$ cat config.mk
export PLATFORM = sky130hd
export DESIGN_NAME = scl_res_fifo_sv
export DESIGN_NICKNAME = d
export VERILOG_FILES = /design/src/rtl/scl_pkg.sv /design/src/rtl/scl_res_stats_sv.sv /design/src/rtl/scl_res_fifo_sv.sv
export SDC_FILE = /design/constraint.sdc
export NUM_CORES = 1
export LEC_CHECK = 0
export BUFFER_PORTS_ARGS = -buffer_cell sky130_fd_sc_hd__buf_4
export CAP_MARGIN = 40
export CELL_PAD_IN_SITES_DETAIL_PLACEMENT = 0
export CELL_PAD_IN_SITES_GLOBAL_PLACEMENT = 2
export CORE_MARGIN = 3
export CORE_UTILIZATION = 38
export DETAILED_ROUTE_END_ITERATION = 10
export PLACE_DENSITY = 0.81
export SLEW_MARGIN = 0
export SYNTH_ARGS = -nofsm -noshare
export SYNTH_HDL_FRONTEND = slang
export SYNTH_SLANG_ARGS = --single-unit
$ cat constraint.sdc
create_clock -name clk -period 3.75 [get_ports clk]
set_input_delay 0.75 -clock clk [delete_from_list [all_inputs] [get_ports clk]]
set_output_delay 0.75 -clock clk [all_outputs]
set_load 0.05 [all_outputs]
$ cat src/rtl/scl_pkg.sv
// Shared definitions for the small-comb-logic result word: field positions,
// field widths and the packed result-word layout.
package scl_pkg;

    localparam int unsigned SCL_RES_W   = 8;

    localparam int unsigned SCL_F_POS   = 0;
    localparam int unsigned SCL_INV_POS = 1;
    localparam int unsigned SCL_XOR_POS = 2;
    localparam int unsigned SCL_SUM_POS = 4;
    localparam int unsigned SCL_AND_POS = 6;
    localparam int unsigned SCL_OR_POS  = 7;

    localparam int unsigned SCL_XOR_W   = 2;
    localparam int unsigned SCL_SUM_W   = 2;

    // Result word, MSB to LSB: or, and, sum[1:0], xor[1:0], inv, f
    typedef struct packed {
        logic                 or_f;
        logic                 and_f;
        logic [SCL_SUM_W-1:0] sum;
        logic [SCL_XOR_W-1:0] xor_f;
        logic                 inv;
        logic                 f;
    } scl_res_t;

endpackage

$ cat src/rtl/scl_res_stats_sv.sv
// Saturating statistics accumulators for accepted result words:
// running sum of the 'sum' field and count of words with 'and' set.
// Clear has priority over a simultaneous push.
module scl_res_stats_sv
    import scl_pkg::*;
#(
    parameter int unsigned ACC_W = 12
) (
    input  logic                 clk,
    input  logic                 resetn,
    input  logic                 i_push,
    input  logic                 i_clr,
    input  logic [SCL_SUM_W-1:0] i_sum,
    input  logic                 i_and,
    output logic [ACC_W-1:0]     o_sum_acc,
    output logic [ACC_W-1:0]     o_and_cnt
);

    localparam int unsigned EXT_W = ACC_W + 1;

    logic [ACC_W-1:0] r_sum_acc;
    logic [ACC_W-1:0] r_and_cnt;
    logic [EXT_W-1:0] w_sum_ext;
    logic [ACC_W-1:0] w_sum_nxt;
    logic [ACC_W-1:0] w_and_nxt;

    // Next accumulator values, clamped at all-ones instead of wrapping
    assign w_sum_ext = {1'b0, r_sum_acc} + EXT_W'(i_sum);
    assign w_sum_nxt = w_sum_ext[ACC_W] ? {ACC_W{1'b1}} : w_sum_ext[ACC_W-1:0];
    assign w_and_nxt = (&r_and_cnt) ? r_and_cnt : r_and_cnt + ACC_W'(i_and);

    // Accumulator registers
    always_ff @(posedge clk or negedge resetn) begin
        if (!resetn) begin
            r_sum_acc <= '0;
            r_and_cnt <= '0;
        end else if (i_clr) begin
            r_sum_acc <= '0;
            r_and_cnt <= '0;
        end else if (i_push) begin
            r_sum_acc <= w_sum_nxt;
            r_and_cnt <= w_and_nxt;
        end
    end

    assign o_sum_acc = r_sum_acc;
    assign o_and_cnt = r_and_cnt;

endmodule

$ cat src/rtl/scl_res_fifo_sv.sv
// First-word-fall-through buffer for small-comb-logic result words with
// valid/ready on both sides. Ready/valid/level come from registered
// occupancy only. Statistics are built only when SCL_RES_STATS_EN is
// defined; otherwise sum_acc/and_cnt read 0 and stat_clr is ignored.
module scl_res_fifo_sv
    import scl_pkg::*;
#(
    parameter int unsigned DEPTH = 4,
    parameter int unsigned ACC_W = 12
) (
    input  logic                   clk,
    input  logic                   resetn,
    input  logic [SCL_RES_W-1:0]   in_data,
    input  logic                   in_vld,
    output logic                   in_rdy,
    output logic [SCL_RES_W-1:0]   out_data,
    output logic                   out_vld,
    input  logic                   out_rdy,
    output logic [$clog2(DEPTH):0] level,
    input  logic                   stat_clr,
    output logic [ACC_W-1:0]       sum_acc,
    output logic [ACC_W-1:0]       and_cnt
);

    localparam int unsigned PTR_W = $clog2(DEPTH);
    localparam int unsigned LVL_W = PTR_W + 1;

    scl_res_t             r_mem [DEPTH];
    logic [PTR_W-1:0]     r_wr_ptr;
    logic [PTR_W-1:0]     r_rd_ptr;
    logic [LVL_W-1:0]     r_level;

    scl_res_t             w_in;
    logic [SCL_RES_W-1:0] w_head;
    logic                 w_full;
    logic                 w_empty;
    logic                 w_push;
    logic                 w_pop;

    // Handshake decode from registered occupancy only
    assign w_in    = scl_res_t'(in_data);
    assign w_full  = (r_level == LVL_W'(DEPTH));
    assign w_empty = (r_level == '0);
    assign w_push  = in_vld && !w_full;
    assign w_pop   = out_rdy && !w_empty;

    assign in_rdy  = !w_full;
    assign out_vld = !w_empty;
    assign level   = r_level;

    // Head word; forced to zero while empty since storage is not reset
    assign w_head   = r_mem[r_rd_ptr];
    assign out_data = w_empty ? '0 : w_head;

    // Storage write; contents carry no reset
    always_ff @(posedge clk) begin
        if (w_push) begin
            r_mem[r_wr_ptr] <= w_in;
        end
    end

    // Pointers and occupancy; pointers wrap naturally at power-of-two depth
    always_ff @(posedge clk or negedge resetn) begin
        if (!resetn) begin
            r_wr_ptr <= '0;
            r_rd_ptr <= '0;
            r_level  <= '0;
        end else begin
            if (w_push) begin
                r_wr_ptr <= r_wr_ptr + PTR_W'(1);
            end
            if (w_pop) begin
                r_rd_ptr <= r_rd_ptr + PTR_W'(1);
            end
            case ({w_push, w_pop})
                2'b10:   r_level <= r_level + LVL_W'(1);
                2'b01:   r_level <= r_level - LVL_W'(1);
                default: r_level <= r_level;
            endcase
        end
    end

`ifdef SCL_RES_STATS_EN
    scl_res_stats_sv #(
        .ACC_W     (ACC_W)
    ) u_stats (
        .clk       (clk),
        .resetn    (resetn),
        .i_push    (w_push),
        .i_clr     (stat_clr),
        .i_sum     (w_in.sum),
        .i_and     (w_in.and_f),
        .o_sum_acc (sum_acc),
        .o_and_cnt (and_cnt)
    );
`else
    logic w_unused_stat_clr;

    assign w_unused_stat_clr = stat_clr;
    assign sum_acc           = '0;
    assign and_cnt           = '0;
`endif

endmodule

==> impl_metrics.toml <==
[run_status]
status = "completed"

[floorplanning]
coreArea_um2 = 4474
die_h_um = 75.19
placementRows = 24
start_util_pct = 40.66
die_x_um = 75.19
ios = 50
die_area_um2 = 5654

[global_route]
grt_first_pass_wirelength_mm = 4.291
grt_overflow = 0
grt_pass1_vias = 885
grt_usage_pct = 10.86
grt_antenna_before_repair = 0
grt_start_max_net_pins = 12

[clocking]
cts_buffer_depth = 2
hold_buffers = 0
h-tree-depth = 2
cts_made_buffers = 5
cts_tree = "yes"
cts-root-buf = "clkbuf_8"
clkSlewWorstSetupHoldPaths_ps = 70
clock_sinks = 39
cts_setup_buffers = 0
clk_latency_ps = 280
ctsResizeCount = 0

[critical_path]
timing.rr.end = "level[2]"
start_kind = "flip-flop"
crit_chain = "mux4_2 > and2_1 > buf_4"
critical_path_class = "flip-flop to output pin"
critPathSlowestCell = "dfrtp_1"
cp_max_fo = 10
slowest_delay_ps = 730
r2r_cells = 9
end_kind = "output pin"
rrSetupSlack_ps = 1510
cp_top_family = "flip-flops"
required_ps = 3000
cp.arrival_ps = 1940
cp.buffers_inverters = 1
cp_num_cells = 3
rr_startpoint = "level[0]"

[placed_design]
dp_hpwl_mm = 2.037
port-buffer-count = 24
dpl_cell_area_um2 = 1957
gp_congestion = 0.6701

[logic_synthesis]
netlist_area_um2 = 1819
synth_top_family_by_area = "buffers and inverters"
synth_fa_ha_area_share_pct = 4.539
synth-xor-area-share_pct = 2.889
ys_types = 21
synth_mux_area_share_pct = 11.28
ys_seq_elements = 39
postSynthAreaPerCell_um2 = 16.10
synth_area_leaders = "edfxtp_1 53%, buf_4 9.9%, mux4_2 9.9%, dfrtp_1 9.6%, ha_1 3.4%"
syn_inst = 113
synth_warnings = 0
synth-seq-area-share_pct = 62.45
synth_simple_gate_area_share_pct = 6.740
yosys.area.top_type = "edfxtp_1"
synth_compound_area_share_pct = 0
synth_top_area_share_pct = 52.82

[routing]
wl_mm = 2.860
ant_nets = 0
wire_per_inst_um = 14.82
drc = 0
first_pass_iters = 4
vias_per_cell = 4.544
drt-initial-drc-count = 30
vias = 877

[power]
comb_power_share_pct = 49.3
pwr-share-seq_pct = 36.7
intPower_mw = 1.057
power_mw = 1.864
swShare_pct = 43.28
switchingPower_uw = 806.8
clockPowerShare_pct = 14.0
irDropWorstVdd_uv = 263.6
power_per_cell_area_nw_per_um2 = 914.7
leakagePower_nw = 0.8259

[finish]
fillCellCount = 422
layout_common_cells = "32 x edfxtp_1, 24 x conb_1, 24 x buf_4, 9 x and2_1, 8 x mux4_2"
syn_to_final_growth_pct = 12.04
drive_gt1_share_pct = 32.62
fin_nets = 159
num_antenna_cells = 0
final_common_cell = "edfxtp_1"
stdcell_area_um2 = 2038

[timing]
setup_viol = 0
final.setup_skew_ps = 2.288
finalCritPeriodShare_pct = 71.77
worst_slew_pin_slew_ps = 607.3
setup_tns_ps = 0
min_period_ps = 2692
rsz0062_at_grt = "no"
fmax_mhz = 371.5
hold_violations = 0
maxSlewViolCount = 0
relSlewSlack_pct = 59.51

[worst_hold_path]
min_path_type = "input pin to asynchronous set/reset pin"

[run]
max_cap_violations = 0
==> sequential cells by signal (all words and copies together), names as in the netlist <==
register  count
level         3
r_rd_ptr      2
r_mem        32
r_wr_ptr      2
==> cell families (layout without fill, tap and decap cells) <==
group | Yosys count | in the layout
XOR/XNOR | 6 | 6
buffers and inverters | 33 | 38
AND/OR/NAND/NOR | 18 | 18
other | 1 | 24
multiplexers | 10 | 10
flip-flops | 39 | 39
adder cells (fa/ha/maj) | 6 | 6
==> cell type report <==
type                       instances  area [µm²]  share of cell area (%)
sequential                        39        1136                   55.74
tap                               52       65.06                   3.192
multi-input combinational         64       553.0                   27.13
timing repair buffer              24       180.2                   8.840
clock inverter                     1       5.005                  0.2455
inverter                           6       22.52                   1.105
clock buffer                       7       76.32                   3.745
==> metrics by stage <==
| step | util [%] | setup WS [ps] | hold slack, ps | instances |
|---|---|---|---|---|
| 3_5_place_dp | 43.74 | 1324 | 505.9 | 185 |
| 2_1_floorplan | - | 1264 | 454.4 | 136 |
| 3_3_place_gp | 43.74 | 1337 | 489.1 | 185 |
| 6_report | 45.55 | 1058 | 271.3 | 193 |
| 4_1_cts | 45.55 | 1013 | 264.8 | 193 |
| 5_1_grt | 45.55 | 922.4 | 254.3 | 193 |
==> metal layers <==
metal / track usage, % / up-vias / part of all wire (%)
met5: 0 / - / 0
met4: 4.660 / 0 / 1.7
met3: 3.471 / 6 / 6.5
met2: 19.15 / 34 / 55
met1: 12.02 / 432 / 37
li1: - / 405 / -
==> Yosys cell counts <==
master    instances
and2_1            9
and3_2            4
xnor2_1           3
fa_1              1
clkbuf_1          1
mux2_4            1
or3b_4            1
buf_2             2
mux2i_1           1
inv_1             6
dfrtp_1           7
conb_1            1
buf_4            24
mux4_2            8
and2_4            1
nor2_1            1
edfxtp_1         32
xor2_1            3
ha_1              5
nand3_1           1
or3_2             1
==> how the worst max path moves through the flow <==
stage                  end         from  slack (ps)
5_1_grt        out_data[7]  r_rd_ptr[0]         920
6_report       out_data[3]  r_rd_ptr[0]        1060
3_5_place_dp   out_data[3]  r_rd_ptr[0]        1320
4_1_cts        out_data[3]  r_rd_ptr[0]        1010
3_3_place_gp   out_data[5]  r_rd_ptr[0]        1340
2_1_floorplan     level[2]     level[2]        1260
==> power groups by stage <==
stage | Combinational [mW] | Sequential [mW] | Clock [mW]
after floorplan | 0.714 | 0.689 | 0
after global placement | 0.921 | 0.688 | 0
after detailed placement | 0.934 | 0.696 | 0
after CTS | 0.935 | 0.687 | 0.272
after global routing | 0.979 | 0.699 | 0.296
final | 0.920 | 0.683 | 0.261
Power figures use the tool's default switching activity.
